<file path="src/rtl/bus_arbiter8_rr.sv">
// Round-robin arbiter for 8 requesters sharing one 16-bit bus; drives the mux select,
// a one-hot grant and a bus-valid qualifier, with a bounded hold when others wait.
module bus_arbiter8_rr #(
  parameter int MAX_HOLD = 4,
  parameter int CNT_W    = 4
) (
  input  logic       clk,
  input  logic       rst,
  input  logic [7:0] req,
  output logic [7:0] gnt,
  output logic [2:0] sel,
  output logic       bus_valid,
  output logic       preempt
);

  typedef enum logic {IDLE, GRANT} state_t;

  localparam logic [CNT_W-1:0] HoldMax = CNT_W'(MAX_HOLD);

  state_t           state_q, state_d;
  logic [2:0]       ptr_q, ptr_d;
  logic [CNT_W-1:0] hold_q, hold_d;
  logic [7:0]       gnt_q, gnt_d;
  logic [2:0]       sel_q, sel_d;
  logic             valid_q, valid_d;
  logic             preempt_q, preempt_d;

  // Returns {found, index} of the first set bit scanning base, base+1, ... mod 8.
  function automatic logic [3:0] rrPick(input logic [7:0] r, input logic [2:0] base);
    logic [3:0] res;
    logic [2:0] idx;
    res = 4'd0;
    for (int i = 7; i >= 0; i--) begin
      idx = base + 3'(i);
      if (r[idx]) res = {1'b1, idx};
    end
    return res;
  endfunction

  logic [2:0] owner;
  logic [7:0] others;
  logic [3:0] pickIdle;
  logic [3:0] pickNext;

  assign owner    = sel_q;
  assign others   = req & ~(8'b1 << owner);
  assign pickIdle = rrPick(req, ptr_q);
  assign pickNext = rrPick(others, owner + 3'd1);

  always_comb begin
    state_d   = state_q;
    ptr_d     = ptr_q;
    hold_d    = hold_q;
    gnt_d     = gnt_q;
    sel_d     = sel_q;
    valid_d   = valid_q;
    preempt_d = 1'b0;
    case (state_q)
      IDLE: begin
        if (pickIdle[3]) begin
          gnt_d   = 8'b1 << pickIdle[2:0];
          sel_d   = pickIdle[2:0];
          valid_d = 1'b1;
          hold_d  = CNT_W'(1);
          state_d = GRANT;
        end
      end
      GRANT: begin
        if (!req[owner]) begin
          ptr_d = owner + 3'd1;
          if (pickNext[3]) begin
            gnt_d  = 8'b1 << pickNext[2:0];
            sel_d  = pickNext[2:0];
            hold_d = CNT_W'(1);
          end else begin
            gnt_d   = 8'h00;
            valid_d = 1'b0;
            hold_d  = '0;
            state_d = IDLE;
          end
        end else if (hold_q == HoldMax && pickNext[3]) begin
          // Hold limit reached with a competitor waiting: hand the bus over.
          ptr_d     = owner + 3'd1;
          gnt_d     = 8'b1 << pickNext[2:0];
          sel_d     = pickNext[2:0];
          hold_d    = CNT_W'(1);
          preempt_d = 1'b1;
        end else if (hold_q != HoldMax) begin
          hold_d = hold_q + CNT_W'(1);
        end
      end
      default: state_d = IDLE;
    endcase
  end

  always_ff @(posedge clk or posedge rst) begin
    if (rst) begin
      state_q   <= IDLE;
      ptr_q     <= 3'd0;
      hold_q    <= '0;
      gnt_q     <= 8'h00;
      sel_q     <= 3'd0;
      valid_q   <= 1'b0;
      preempt_q <= 1'b0;
    end else begin
      state_q   <= state_d;
      ptr_q     <= ptr_d;
      hold_q    <= hold_d;
      gnt_q     <= gnt_d;
      sel_q     <= sel_d;
      valid_q   <= valid_d;
      preempt_q <= preempt_d;
    end
  end

  assign gnt       = gnt_q;
  assign sel       = sel_q;
  assign bus_valid = valid_q;
  assign preempt   = preempt_q;

endmodule

</file>
<file path="config.mk">
export PLATFORM = sky130hd
export DESIGN_NAME = bus_arbiter8_rr
export DESIGN_NICKNAME = d
export VERILOG_FILES = /design/src/rtl/bus_arbiter8_rr.sv
export SDC_FILE = /design/constraint.sdc
export NUM_CORES = 1
export LEC_CHECK = 0
export BUFFER_PORTS_ARGS = -buffer_cell sky130_fd_sc_hd__buf_2
export CORE_MARGIN = 2
export CORE_UTILIZATION = 55
export DETAILED_ROUTE_END_ITERATION = 12
export GPL_TIMING_DRIVEN = 0
export PLACE_DENSITY = 0.85
export SLEW_MARGIN = 20
export SYNTH_ARGS = -nofsm -noshare
export SYNTH_HDL_FRONTEND = slang
export SYNTH_SLANG_ARGS = --single-unit
export TNS_END_PERCENT = 50
</file>
<file path="constraint.sdc">
create_clock -name clk -period 3.8 [get_ports clk]
set_input_delay 0.57 -clock clk [delete_from_list [all_inputs] [get_ports clk]]
set_output_delay 0.57 -clock clk [all_outputs]
set_load 0.1 [all_outputs]
</file>
After elaboration in Yosys (flattened, before gate mapping)
Cells that the tools add are included.
{ "totals": {"reg_bits": 21, "in_bits": 10, "output_inout_bits": 13, "word_cells": 140} }
{ "op_classes": {"n_addsub": 16, "magnitude_cmp": 17, "n_eq_ne": 9, "shift": 3, "muxes": 79, "bitwise": 3, "n_reduce_logical": 6} }
{ "ops": {"columns": ["cell", "count"], "rows": [
  ["4-bit two-way mux", 20],
  ["3-bit by 4-bit less-than comparator with 1-bit output (second input constant)", 17],
  ["1-bit binary-select mux with 3-bit select", 17],
  ["8-bit two-way mux", 4],
  ["1-bit two-way mux", 27],
  ["3-bit adder (second input constant)", 8],
  ["1-bit by 3-bit << shifter with 8-bit output (first input constant)", 3],
  ["3-bit two-way mux", 6],
  ["8-bit one-hot mux with 2 select lines", 1],
  ["3-bit by 2-bit adder with 3-bit output (second input constant)", 4],
  ["3-bit by 1-bit adder with 3-bit output (second input constant)", 3],
  ["8-bit AND", 1],
  ["8-bit inverter", 1],
  ["4-bit one-hot mux with 2 select lines", 1],
  ["2-bit inequality test (second input constant)", 3],
  ["3-bit one-hot mux with 2 select lines", 1],
  ["2-bit AND reduction", 3],
  ["3-bit AND reduction", 2],
  ["4-bit by 1-bit adder with 4-bit output (second input constant)", 1],
  ["4-bit by 3-bit == test with 1-bit output (second input constant)", 1],
  ["4-bit by 2-bit inequality test with 1-bit output (second input constant)", 1],
  ["4-bit by 3-bit inequality test with 1-bit output (second input constant)", 1],
  ["1-bit one-hot mux with 2 select lines", 2],
  ["3-bit by 1-bit inequality test with 1-bit output (second input constant)", 1],
  ["4 further kinds", 4]
]} }

Longest topological paths before layout
Gate-level depths: netlist of run 1.
{ "logic_depth": {"ltp_word": 17, "depth_mapped": 15} }

Worst setup path before layout of run 1
OpenSTA, ideal clock, no wires.
{ "synth_path": {"path_kind": "reg2reg", "start": "register sel_q[0] (netlist: sel[0])", "end": "register gnt_q[2] (netlist: gnt[2])", "setup_ns": 0.126, "arrival_ns": 4.478, "required_time_ns": 3.674, "path_slack_ns": -0.804, "stages_incl_launch_ff": 13, "path_buffers": 3, "cell_sequence": "dfrtp_1 -> buf_2 -> buf_2 -> clkinv_1 -> ha_1 -> buf_2 -> xor2_1 -> mux4_2 -> a21boi_0 -> o221a_2 -> o21ai_1 -> nor4_1 -> a221o_1"} }
{ "synth_via": {"elab_chain_cells": 17, "word_cells_on_any_way": 45, "cone_classes": "8 x add/sub; 1 x eq/ne; 2 x shift; 30 x mux; 2 x bitwise; 2 x reduce/logical"} }
{ "synth_rtl": {"columns": ["element", "line", "source"], "rows": [
  ["start, declared", "24", "logic [2:0] sel_q, sel_d;"],
  ["start signal, assigned", "110", "sel_q <= sel_d;"],
  ["branches (longest 17 deep; another with 3-bit by 1-bit adder with 3-bit output)", null, null],
  ["end signal, assigned", "109", "gnt_q <= gnt_d;"],
  ["end, declared", "23", "logic [7:0] gnt_q, gnt_d;"]
]} }
Parallel ways; which one is timed is not known. The select of a mux whose other input is x is not followed.
A chain may end at the register's enable or synchronous reset.

Final worst setup path of run 1
{ "layout_path": {"start": "register ptr_q[0]", "end": "register gnt_q[0] (netlist: gnt[0])"} }
{ "layout_via": {"elab_chain_cells": 14, "word_cells_on_any_way": 36, "cone_classes": "7 x add/sub; 1 x eq/ne; 1 x shift; 26 x mux; 1 x reduce/logical"} }
{ "layout_rtl": {"columns": ["element", "line", "source"], "rows": [
  ["start, declared", "21", "logic [2:0] ptr_q, ptr_d;"],
  ["start signal, assigned", "107", "ptr_q <= ptr_d;"],
  ["3-bit adder", "34", "idx = base + 3'(i);"],
  ["1-bit binary-select mux with 3-bit select", "35", "if (r[idx]) res = {1'b1, idx};"],
  ["1-bit two-way mux (implied by the code)", "35", null],
  ["4-bit two-way mux (7 in series)", "35", null],
  ["4-bit two-way mux *", "35", null],
  ["1-bit by 3-bit << shifter with 8-bit output", "61", "gnt_d = 8'b1 << pickIdle[2:0];"],
  ["8-bit two-way mux", "60", "if (pickIdle[3]) begin"],
  ["8-bit one-hot mux with 2 select lines", "58", "case (state_q)"]
]} }
Mark *: on every way between the ends. The rest lies on a longest branch, timed or not. The select of a mux whose other input is x is not followed.

==> metrics.cfg, run 1 <==
[floorplan]
start_util_pct = 56.4
die_w_um = 78.7
die_area_sq_um = 6190
die_y_um = 78.7
pin_count = 23
fp.coreArea_sq_um = 5440
rows = 27

[cells_and_area]
layout_common_cells = buf_2, nor2_1, nand2_1
antenna_cells = 0
filler_cell_count = 445
drive_gt1_share_pct = 26.5
register_area_sq_um = 533
fin_cells = 449
layout_commonest_cell = buf_2
syn_to_final_growth_pct = 15.5
multi_input_area_sq_um = 2490
nets = 400

[global_route]
gr-usage-all-layers_pct = 28.5
grt_pass1_vias = 3003
grt_max_degree = 22
grt-ovfl-total = 0
grt_pass1_wl_um = 14400
grt_antenna_before_repair = 0

[timing]
slew_headroom_pct = 46.5
period_share_pct = 97.3
fmax_mhz = 270
setup_viol = 0
finalMaxSlewViolations = 0
finClkSkew_ps = 7.27
hold_viol_final = 0
tightest_slew_ps = 802
post-route-min-period_ps = 3700

[synthesis]
synth_area_sq_um = 3070
synthArstFlopShare_pct = 100
yosys.area.top_type = dfrtp_1
yosysWarnings = 0
synth.distinct_cells = 69
ys_seq_elements = 21
syn-instance-count = 345
synth_area_leaders = dfrtp_1, mux4_2, mux2i_1
ys_seq_area_share_pct = 17.1
yosysTopAreaCellShare_pct = 17.1
synth.net_count = 367
syn_area_per_cell_sq_um = 8.90
yosys_most_used_dff = dfrtp_1
synth_edf_count = 0

[worst_setup_path]
endpoint_kind = register
r2r-start = ptr_q[0]$_DFFE_PP0P_
arrival_ps = 3860
r2r_end = gnt[0]$_DFFE_PP0P_
crit_path_max_fanout = 10
r2r_slack_ps = 100
start_kind = register
critical_path_required_ps = 3970
reg2reg_depth = 13
criticalPathCategory = register to register

[detailed_routing]
drt_iter0_drc = 228
via_per_inst = 7.00
drt-total-wl_um = 8660
ant_nets = 0
firstDrtPassIters = 5
drc = 0
avgRoutedWirePerCell_um = 19.3
vias = 3145

[clock_tree]
cts_sinks = 21
cts_max_path_buffers = 2
holdBufCountCts = 0
cts_tree = built
clk_latency_ps = 270
cts_made_buffers = 3
path_clk_slew_ps = 80
cts_max_level = 1
cts_root_buffer = clkbuf_8

[min_path]
hold_class = primary input to asynchronous set/reset pin

[placement]
gp_congestion = 0.975
dp_cells = 439
hpwl_um = 6360
io_buffers = 22

[status]
status = finished clean

[flow_run]
cap_viol_max_count = 0

synth_stat cells, drive strengths merged (4+ instances only):
master / number
nand3b: 8
o21ai: 20
xnor2: 5
nand3: 8
and2: 8
dfrtp: 21
mux2i: 18
mux2: 11
nor3: 6
a22oi: 7
nand2b: 4
nand2: 23
nor2b: 8
nor2: 26
o211ai: 8
a21oi: 12
a31oi: 9
xor2: 7
inv: 15
a221o: 4
ha: 12
buf: 8
mux4: 21
clkbuf: 16
nor3b: 4
cells by family after synthesis:
group	Yosys count	synth area share (%)
compound gates	98	23.6
flops	21	17.1
mux	50	26.0
xor+xnor	12	3.42
buf+inv	40	5.42
fa+ha+maj	12	4.89
simple gates	112	19.5
stage by stage:
| stage | cell area [sq um] | hold WS (ps) | worst slack, ps | util (%) | TNS [ps] |
|---|---|---|---|---|---|
| 5_1_grt | 3540 | 503 | -51.1 | 65.2 | -63.4 |
| 4_1_cts | 3410 | 465 | 15.0 | 62.8 | 0 |
| 3_5_place_dp | 3330 | 492 | -320 | 61.1 | -1910 |
| 2_1_floorplan | 3130 | 497 | 1.81 | - | 0 |
| 3_3_place_gp | 3330 | 484 | -217 | 61.1 | -766 |
| 6_report | 3540 | 441 | 102 | 65.2 | 0 |
sequential cells by signal, indices dropped and copies added (netlist names):
register / flops
ptr_q: 3
bus_valid: 1
sel: 3
preempt: 1
state_q: 1
gnt: 8
hold_q: 4
how the worst max path moves through the flow:
stage | from | to | slack (ps) | cells after the start
2_1_floorplan | sel[0]$_DFFE_PP0P_ | gnt[2]$_DFFE_PP0P_ | 2 | 14
3_3_place_gp | sel[0]$_DFFE_PP0P_ | gnt[6]$_DFFE_PP0P_ | -220 | 13
3_5_place_dp | sel[0]$_DFFE_PP0P_ | gnt[2]$_DFFE_PP0P_ | -320 | 13
4_1_cts | sel[0]$_DFFE_PP0P_ | gnt[0]$_DFFE_PP0P_ | 20 | 15
5_1_grt | ptr_q[0]$_DFFE_PP0P_ | gnt[0]$_DFFE_PP0P_ | -50 | 13
6_report | ptr_q[0]$_DFFE_PP0P_ | gnt[0]$_DFFE_PP0P_ | 100 | 13
per-layer routing:
| metal | up-vias | GRT usage (%) | share of wire, % |
|---|---|---|---|
| li1 | 1404 | - | - |
| met1 | 1526 | 36.5 | 39 |
| met2 | 181 | 50.8 | 50 |
| met3 | 34 | 2.84 | 7.4 |
| met4 | 0 | 9.12 | 3.5 |
| met5 | - | 0 | 0 |
final cells by class:
type                       count  share of cell area (%)
sequential                    21                    15.0
timing repair buffer          30                    4.80
clock buffer                   3                    1.16
clock inverter                 1                   0.141
tap                           72                    2.54
multi-input combinational    284                    70.1
inverter                      16                    2.01
buffer                        22                    4.17
critical path, cell delays in order (launching register included):
cell and delay, ps:
dfrtp_1 400, buf_6 160, buf_4 200, inv_1 90, ha_1 280, buf_2 200, mux4_2 400, mux2i_4 230
or4b_1 460, and4_4 200, a2111oi_4 380, o22ai_4 180, a31o_1 230, a31o_1 170
timing repair:
action | in CTS | in global routing
pin swaps | 0 | 1
endpoints found under the setup margin | 11 | 13
setup buffers | 0 | 8
resized for setup | 15 | 18
Power of run 1 is left out: the tool's default activity adds up to more than one toggle a clock period on the data nets, which glitch-free logic cannot reach.
==> inputs of run 2 (changes only) <==
Settings changed: ABC_AREA set to 1.
==> run 2 against run 1 <==
Effect of this change:
- largest cell class unchanged
- area after synthesis decreased by 12%
- core utilization decreased by 2.8 points
- design area decreased by 17%
- via count decreased by 8.1%
- routed wire length decreased by 23%
- register-to-register slack improved by 640 ps
- cell count increased by 19%
- clock-buffer cell count unchanged
- first-iteration DRC count decreased by 6.6%
- critical path type unchanged
==> metrics.cfg, run 2 <==
[status]
status = finished clean  ; unchanged

[clock_tree]
cts_max_path_buffers = 2  ; unchanged
cts_max_level = 1  ; unchanged
cts_made_buffers = 3  ; unchanged
path_clk_slew_ps = 80  ; about the same
cts_resized = 0  ; was 15
cts_setup_buffers = 0  ; unchanged
cts_sinks = 21  ; unchanged
holdBufCountCts = 0  ; unchanged
cts_root_buffer = clkbuf_8  ; unchanged
cts_tree = built  ; unchanged
clk_latency_ps = 270  ; about the same

[cells_and_area]
largest_reg_flops = 8  ; unchanged
layout_common_cells = nand2_1, nand3_1, inv_1  ; was buf_2, nor2_1, nand2_1
syn_to_final_growth_pct = 8.87  ; was 15.5%
antenna_cells = 0  ; unchanged
nets = 492  ; was 400
fin_cells = 536  ; was 449
drive_gt1_share_pct = 14.9  ; was 26.5%
layout_commonest_cell = nand2_1  ; was buf_2
finalInstanceArea_sq_um = 2950  ; was 3540 sq um

[global_route]
groute.layer.met1.usage_pct = 32.3  ; was 36.5%
use_met2_pct = 48.1  ; was 50.8%
met3_usage_pct = 2.98  ; was 2.84%
grt-ovfl-total = 0  ; unchanged
grt_pass1_vias = 2640  ; was 3,003
grt_antenna_before_repair = 0  ; unchanged
gr-usage-all-layers_pct = 25.8  ; was 28.5%
top_usage_layer = met2  ; unchanged
grt_pass1_wl_um = 11400  ; was 14,400 um
grt_max_degree = 22  ; unchanged

[synthesis]
synth.most_common_cell = nand2_1  ; was nor2_1
yosys_most_used_dff = dfrtp_1  ; unchanged
synth.net_count = 465  ; was 367
yosysTopAreaCellShare_pct = 20.7  ; was 17.1%
yosys.area.top_type = nand2_1  ; was dfrtp_1
ys_seq_area_share_pct = 19.4  ; was 17.1%
synthArstFlopShare_pct = 100  ; unchanged
synthTopCellsByCount = nand2_1, nand3_1, inv_1, nor2_1, dfrtp_1  ; was nor2_1, nand2_1, dfrtp_1, mux2i_1, o21ai_0
yosysWarnings = 0  ; unchanged
syn_area_per_cell_sq_um = 6.11  ; was 8.90 sq um
ys_seq_elements = 21  ; unchanged
syn-instance-count = 443  ; was 345
synth_edf_count = 0  ; unchanged
synth_area_leaders = nand2_1, dfrtp_1, nand3_1  ; was dfrtp_1, mux4_2, mux2i_1
synth.distinct_cells = 39  ; was 69
synth_area_sq_um = 2710  ; was 3070 sq um

[timing]
fin_ws_ps = 741  ; was 102 ps
fmax_mhz = 327  ; was 270 MHz
post-route-min-period_ps = 3060  ; was 3700 ps
setup_viol = 0  ; unchanged
finClkSkew_ps = 6.00  ; was 7.27 ps
rsz0062_at_grt = false
tightest_slew_ps = 801  ; was 802 ps
final.setup.tns_ps = 0  ; unchanged
finalMaxSlewViolations = 0  ; unchanged
period_share_pct = 80.5  ; was 97.3%
slew_headroom_pct = 46.6  ; was 46.5%
hold_viol_final = 0  ; unchanged

[worst_setup_path]
cp_common_cell = buf_6  ; was a31o_1
critical_path_required_ps = 3960  ; was 3970 ps
arrival_ps = 3220  ; was 3860 ps
slowest_delay_ps = 460  ; about the same
r2r-start = sel[0]$_DFFE_PP0P_  ; was ptr_q[0]$_DFFE_PP0P_
endpoint_kind = register  ; unchanged
crit_path_max_fanout = 12  ; was 10
start_kind = register  ; unchanged
crit_end = gnt[0]$_DFFE_PP0P_  ; unchanged
r2r_slack_ps = 740  ; was 100 ps
worstSetupStartpoint = sel[0]$_DFFE_PP0P_  ; was ptr_q[0]$_DFFE_PP0P_
path_cells = buf_6 > inv_6 > buf_12 > ha_1 > buf_6 > clkinv_4 > nand2_1 > nand2_1 > nand3_1 > a21oi_1 > and2_1 > nand3_4 > nand2_4 > nand3_4 > nand2_4 > inv_4 > buf_6 > nor2_1 > nor2_1  ; was buf_6 > buf_4 > inv_1 > ha_1 > buf_2 > mux4_2 > mux2i_4 > or4b_1 > and4_4 > a2111oi_4 > o22ai_4 > a31o_1 > a31o_1
slowest_stage = dfrtp_1  ; was or4b_1
reg2reg_depth = 19  ; was 13
criticalPathCategory = register to register  ; unchanged
r2r_end = gnt[0]$_DFFE_PP0P_  ; unchanged

[floorplan]
die_w_um = 74.2  ; was 78.7 um
rows = 25  ; was 27
start_util_pct = 57.3  ; was 56.4%
fp.coreArea_sq_um = 4720  ; was 5440 sq um
die_y_um = 74.2  ; was 78.7 um
pin_count = 23  ; unchanged
die_area_sq_um = 5500  ; was 6190 sq um

[detailed_routing]
drt-total-wl_um = 6710  ; was 8660 um
drt_iter0_drc = 213  ; was 228
via_per_inst = 5.39  ; was 7.00
avgRoutedWirePerCell_um = 12.5  ; was 19.3 um
vias = 2891  ; was 3,145
ant_nets = 0  ; unchanged
firstDrtPassIters = 5  ; unchanged
drc = 0  ; unchanged

[placement]
io_buffers = 22  ; unchanged
hpwl_um = 5410  ; was 6360 um
dp_cells = 532  ; was 439
place_area_sq_um = 2900  ; was 3330 sq um
post-place-ws_ps = 754  ; was -320 ps
gp_congestion = 0.900  ; was 0.975

[flow_run]
cap_viol_max_count = 0  ; unchanged

[min_path]
hold_class = primary input to asynchronous set/reset pin  ; unchanged

## run 2: cell type report
class	count	area [sq um]
buffer	11	105
sequential	21	526
tap	67	83.8
timing repair buffer	22	110
clock buffer	3	41.3
multi-input combinational	356	1860
inverter	55	219
fill	440	1780
clock inverter	1	5.00
## run 2: through the flow
stage,hold WS (ps),util (%)
floorplan,547,-
global placement,459,61.4
detailed placement,460,61.4
CTS,477,62.4
global route,503,62.4
finish,440,62.4
## run 2: worst max-delay path: cells and delay by family (launching register included)
| kind | cells | cell delay, ps |
|---|---|---|
| and+or+nand+nor | 10 | 1170 |
| buffers and inverters | 7 | 820 |
| DFF | 1 | 460 |
| adders and majority gates | 1 | 310 |
| AOI/OAI and AO/OA | 1 | 190 |
## run 2: layer usage
| metal | vias to the layer above | routed length (um) |
|---|---|---|
| li1 | 1474 | - |
| met1 | 1319 | 2970 |
| met2 | 88 | 3390 |
| met3 | 10 | 275 |
| met4 | 0 | 73 |
| met5 | - | 0 |
## run 2: cells by family after synthesis
logic type                 after synthesis  synth area share, %
adders and majority gates               12                 5.55
DFF                                     21                 19.4
and+or+nand+nor                        293                 50.6
buffers and inverters                   66                 12.0
xor gates and xnor gates                10                 3.23
AOI/OAI and AO/OA                       41                 9.24
## run 2: worst min-delay path by stage
stage / startpoint / end / cells past startpoint / slack [ps]
detailed placement: gnt[7]$_DFFE_PP0P_ / gnt[7]$_DFFE_PP0P_ / 2 / 460
finish: rst / gnt[3]$_DFFE_PP0P_ / 2 / 440
global placement: gnt[7]$_DFFE_PP0P_ / gnt[7]$_DFFE_PP0P_ / 2 / 460
CTS: rst / gnt[3]$_DFFE_PP0P_ / 2 / 480
global route: gnt[7]$_DFFE_PP0P_ / gnt[7]$_DFFE_PP0P_ / 2 / 500
floorplan: rst / bus_valid$_DFFE_PP0P_ / 1 / 550
Power of run 2 is left out for the same reason.
